File: src/rtl/if_else_stream_driver.sv
// Valid/ready front end and FWFT result FIFO around one if/else combine block.
// Optional per-result sequence tags are enabled with `define IF_ELSE_DRV_TAG_EN.
`timescale 1ns/1ps
module if_else_stream_driver #(
    parameter int LATENCY = 2,
    parameter int DEPTH   = 4
) (
    input  logic        clk,
    input  logic        reset,
    input  logic        in_valid,
    output logic        in_ready,
    input  logic [31:0] in_a,
    input  logic [31:0] in_b,
    output logic [31:0] array_a_wire_0,
    output logic [31:0] array_b_wire_0,
    input  logic [31:0] temp_combine,
    output logic        out_valid,
    input  logic        out_ready,
    output logic [31:0] out_data,
    output logic        busy
`ifdef IF_ELSE_DRV_TAG_EN
    ,
    output logic [7:0]  out_tag
`endif
);

    localparam int PW = $clog2(DEPTH);
    localparam int CW = PW + 1;

    typedef enum logic {
        IDLE = 1'b0,
        WAIT = 1'b1
    } state_t;

    state_t          state_reg, state_next;
    logic [7:0]      wait_cnt_reg;
    logic [31:0]     a_reg, b_reg;
    logic [31:0]     mem_reg [DEPTH];
    logic [PW-1:0]   wr_ptr_reg, rd_ptr_reg;
    logic [CW-1:0]   count_reg;
    logic            accept, capture, pop;

    // Space is reserved at accept: with one op in flight, a capture can never overflow.
    assign in_ready  = (state_reg == IDLE) && (count_reg < CW'(DEPTH));
    assign accept    = in_valid && in_ready;
    assign capture   = (state_reg == WAIT) && (wait_cnt_reg == 8'(LATENCY - 1));
    assign out_valid = (count_reg != '0);
    assign pop       = out_valid && out_ready;
    assign busy      = (state_reg == WAIT);

    assign array_a_wire_0 = a_reg;
    assign array_b_wire_0 = b_reg;
    assign out_data       = mem_reg[rd_ptr_reg];

    always_comb begin
        state_next = state_reg;
        case (state_reg)
            IDLE:    if (accept)  state_next = WAIT;
            WAIT:    if (capture) state_next = IDLE;
            default: state_next = IDLE;
        endcase
    end

    always_ff @(posedge clk or negedge reset) begin
        if (!reset) begin
            state_reg    <= IDLE;
            wait_cnt_reg <= '0;
            a_reg        <= '0;
            b_reg        <= '0;
        end else begin
            state_reg <= state_next;
            if (accept) begin
                a_reg        <= in_a;
                b_reg        <= in_b;
                wait_cnt_reg <= '0;
            end else if (state_reg == WAIT) begin
                wait_cnt_reg <= wait_cnt_reg + 8'd1;
            end
        end
    end

    // Entries are cleared on reset so out_data reads 0 until the first result lands.
    always_ff @(posedge clk or negedge reset) begin
        if (!reset) begin
            for (int i = 0; i < DEPTH; i++) mem_reg[i] <= '0;
            wr_ptr_reg <= '0;
            rd_ptr_reg <= '0;
            count_reg  <= '0;
        end else begin
            if (capture) begin
                mem_reg[wr_ptr_reg] <= temp_combine;
                wr_ptr_reg          <= wr_ptr_reg + PW'(1);
            end
            if (pop) rd_ptr_reg <= rd_ptr_reg + PW'(1);
            case ({capture, pop})
                2'b10:   count_reg <= count_reg + CW'(1);
                2'b01:   count_reg <= count_reg - CW'(1);
                default: count_reg <= count_reg;
            endcase
        end
    end

`ifdef IF_ELSE_DRV_TAG_EN
    logic [7:0] tag_cnt_reg, tag_cur_reg;
    logic [7:0] tag_mem_reg [DEPTH];

    assign out_tag = tag_mem_reg[rd_ptr_reg];

    // The tag is latched at accept and travels with the op until its result is pushed.
    always_ff @(posedge clk or negedge reset) begin
        if (!reset) begin
            tag_cnt_reg <= '0;
            tag_cur_reg <= '0;
            for (int i = 0; i < DEPTH; i++) tag_mem_reg[i] <= '0;
        end else begin
            if (accept) begin
                tag_cur_reg <= tag_cnt_reg;
                tag_cnt_reg <= tag_cnt_reg + 8'd1;
            end
            if (capture) tag_mem_reg[wr_ptr_reg] <= tag_cur_reg;
        end
    end
`endif

endmodule
File: config.mk
export PLATFORM = sky130hd
export DESIGN_NAME = if_else_stream_driver
export DESIGN_NICKNAME = d
export VERILOG_FILES = /design/src/rtl/if_else_stream_driver.sv
export SDC_FILE = /design/constraint.sdc
export NUM_CORES = 1
export LEC_CHECK = 0
export ABC_AREA = 0
export CAP_MARGIN = 15
export CORE_MARGIN = 5
export CORE_UTILIZATION = 45
export CTS_CLUSTER_SIZE = 10
export DETAILED_ROUTE_END_ITERATION = 6
export GPL_ROUTABILITY_DRIVEN = 0
export PLACE_DENSITY = 0.76
export SLEW_MARGIN = 20
export SYNTH_ARGS = -nofsm -noshare
export SYNTH_HDL_FRONTEND = slang
export SYNTH_SLANG_ARGS = --single-unit
File: constraint.sdc
create_clock -name clk -period 1.9 [get_ports clk]
set_input_delay 0.19 -clock clk [delete_from_list [all_inputs] [get_ports clk]]
set_output_delay 0.19 -clock clk [all_outputs]
set_load 0.02 [all_outputs]
==> results.md <==
- #FFs+latches synth: 208
- Met1 Wirelength: 7776 µm
- Cell Count, Final, Fillers Out: 1033
- Antenna Violating Nets Remaining: 0
- N_diodes: 0
- Final hold viol count: 0
- Clk Tree Root Cell: clkbuf_16
- Top sig layer: met4
- Fin Hold WS: 236.1 ps
- Layout cells sized above 1: 44.79%
- Post-DP HPWL: 13830 µm
- Vias/cell: 5.130
- Status: finished with violations
- CP cell instances: buf_12 > clkbuf_16 > mux4_2 > buf_6
- Class of the worst hold path: input port to async pin
- Initial Utilization: 45.28%
- Area grow syn2layout: 40.12%
- GRT Total Usage: 18.16%
- CORE AREA: 19330 µm²
- FMAX: 478.8 MHz
- Max_cap viols: 0
- CTS H-Tree Depth: 1
- Register area share after synthesis: 59.45%
- Worst Path Required: 1710 ps
- GRT overflow: 0
- Clock Sinks: 208
- Final Util: 63.44%
- TritonCTS clock tree: yes
- Global-route wire length before repair: 32490 µm
- Clk Latency, worst-skew pair: 510 ps
- Mapped Area: 8755 µm²
- LEAKAGE: 5.149 nW
- Final #Nets: 869
- Clock buffer depth: 3
- Final Skew: 14.58 ps
- Slowest stage delay, CP: 520 ps
- Num rows: 51
- Worst setup EP type: primary output
- Die width: 149.5 µm
- Data arrival, critical path: 1900 ps
- Cell taking the most area after synthesis: dfrtp_1
- Routed length per instance: 19.48 µm
- Post-Route WL: 20120 µm
- Clk slew on worst S/H paths: 50 ps
- Worst slack, placed: -31.61 ps
- Final min period: 2088 ps
- Ys async rst share: 100.0%
- Sw power: 7.591 mW
- Num CTS Buffers: 25
- Largest net degree at the start of global routing: 56
- Unrepaired setup endpoints after global routing: yes
- Pre-antenna DRT Iters: 4
- DRC Markers: 0
- EDFF count, synth: 0
- Max Slew Vio Count: 0
- Fin crit share: 109.9%
- Syn Nets: 633
- Sequential share of power: 34.1%
- Rel. slew slack: 66.88%
- Dominant cells by area after synthesis: dfrtp_1 59%, mux2_2 25%, mux4_2 8.2%
- Worst-path fanout max: 5
- Logic pwr share: 47.8%
- Count leader, synth: dfrtp_1
- Mean Syn Cell Area: 16.68 µm²
- Yosys cell types: 27
- Setup Viol. Count Final: 32
- Vias: 5299
- Crit path launch type: register
- Port Buf Inserts: 198
- Vias in the first global route: 6171
- Cell internal pwr: 15.52 mW
- Maximum VDD drop: 0.0009903 V
- Syn. warnings: 0
- Switching Fraction: 32.85%
- Failing checks: setup timing
- Slew @ Worst Pin: 496.7 ps
- Met3 WL: 1686 µm
- Share of the synthesized area in the top cell type: 59.45%
- Post-Synthesis Cells: 525
- Largest register FFs: 128
- Critical Path Slowest Stage Cell: mux4_2
- DRT iter0 DRCs: 149
- PD cells: 1884 nW/µm²
- Dpl cells: 988
- Final worst setup slack: -188.4 ps
- Die Span Y: 149.5 µm
- Routed met2 length: 10230 µm
- Post-synth top cells: 208 x dfrtp_1, 193 x mux2_2, 32 x mux4_2
- Clk pwr share: 18.2%
- R2R Setup Slk: 30 ps
- Die area: 22340 µm²
- Crit Path Class: register to primary output
- I/O pin count: 199
- Initial antenna violation count: 0
- Top_reg_cell synth: dfrtp_1
-- worst max-delay path, delay by kind of cell (launching register included) --
family	cells	cell delay (ps)
muxes	1	520
buffers and inverters	3	460
DFF	1	410
-- layer usage --
metal  vias up  global-route usage, %
li1       2372                      -
met1      2740                  21.72
met5         -                      0
met3        31                  6.541
met4         0                  3.890
met2       156                  31.74
-- per-stage QoR --
stage	TNS, ps	power [mW]	cell area [µm²]
after global placement	-171.5	17.99	11340
final	-4148	23.11	12270
after CTS	-5964	22.53	12020
after global routing	-6564	24.47	12270
after detailed placement	-265.7	18.45	11340
after floorplan	-23.46	13.79	8785
-- cell families after synthesis --
group | after synthesis | share of synthesized area, %
simple gates | 29 | 1.858
mux | 225 | 33.06
compound gates | 10 | 0.7003
xor+xnor | 10 | 1.000
fa+ha+maj | 8 | 1.229
flops | 208 | 59.45
buf+inv | 35 | 2.701
-- worst paths after layout --
kind / endpoint / cells past startpoint / start
max in group asynchronous: mem_reg[90] / 3 / reset
setup / recovery: out_data[17] / 4 / rd_ptr_reg[0]
hold reg to reg: mem_reg[36] / 1 / mem_reg[36]
min in group clk: array_a_wire_0[19] / 2 / in_a[19]
setup reg to reg: count_reg[2] / 9 / wait_cnt_reg[0]
hold / removal: mem_reg[37] / 2 / reset
-- power by group through the flow --
| stage | logic [mW] | registers [mW] | clock network (mW) |
|---|---|---|---|
| CTS | 10.3 | 7.89 | 4.34 |
| global route | 11.8 | 8.14 | 4.53 |
| global placement | 10.3 | 7.74 | 0 |
| finish | 11.0 | 7.87 | 4.20 |
| detailed placement | 10.5 | 7.95 | 0 |
| floorplan | 5.31 | 8.48 | 0 |
-- placed cells by master (no fill, tap or decap), types with 2 or more instances in the layout --
cell and count:
a21oi_1 3, buf_2 2, nand3_4 4, buf_16 2
buf_6 31, nand4_1 2, nor2_1 6, nand2_1 7
mux4_2 32, buf_12 17, mux2_2 192, dfrtp_1 205
xnor2_1 4, o21ai_0 2, clkbuf_16 27, dfrtp_2 3
or3_1 3, clkdlybuf4s50_1 162, clkbuf_1 4, buf_4 17
inv_1 5, ha_1 5, clkbuf_8 5, xor2_1 6
-- what timing repair did --
action / in CTS / in global routing
setup buffers: 5 / 3
gates resized for setup: 147 / 60
gates cloned: 1 / 2
hold buffers: 1 / 0
hold endpoints to repair: 51 / 0
pin swaps: 1 / 5
setup endpoints to repair: 35 / 36
-- final cells by class --
cell class                      instances  area [µm²]
Clock buffer                           33       695.7
Clock inverter                          1       8.758
Fill cell                            1409        7068
Multi-Input combinational cell        282        3396
Tap cell                              265       331.6
Inverter                                6       22.52
Sequential cell                       208        5209
Timing Repair Buffer                  238        2604
Note: power is estimated with default switching activity, not from simulation.
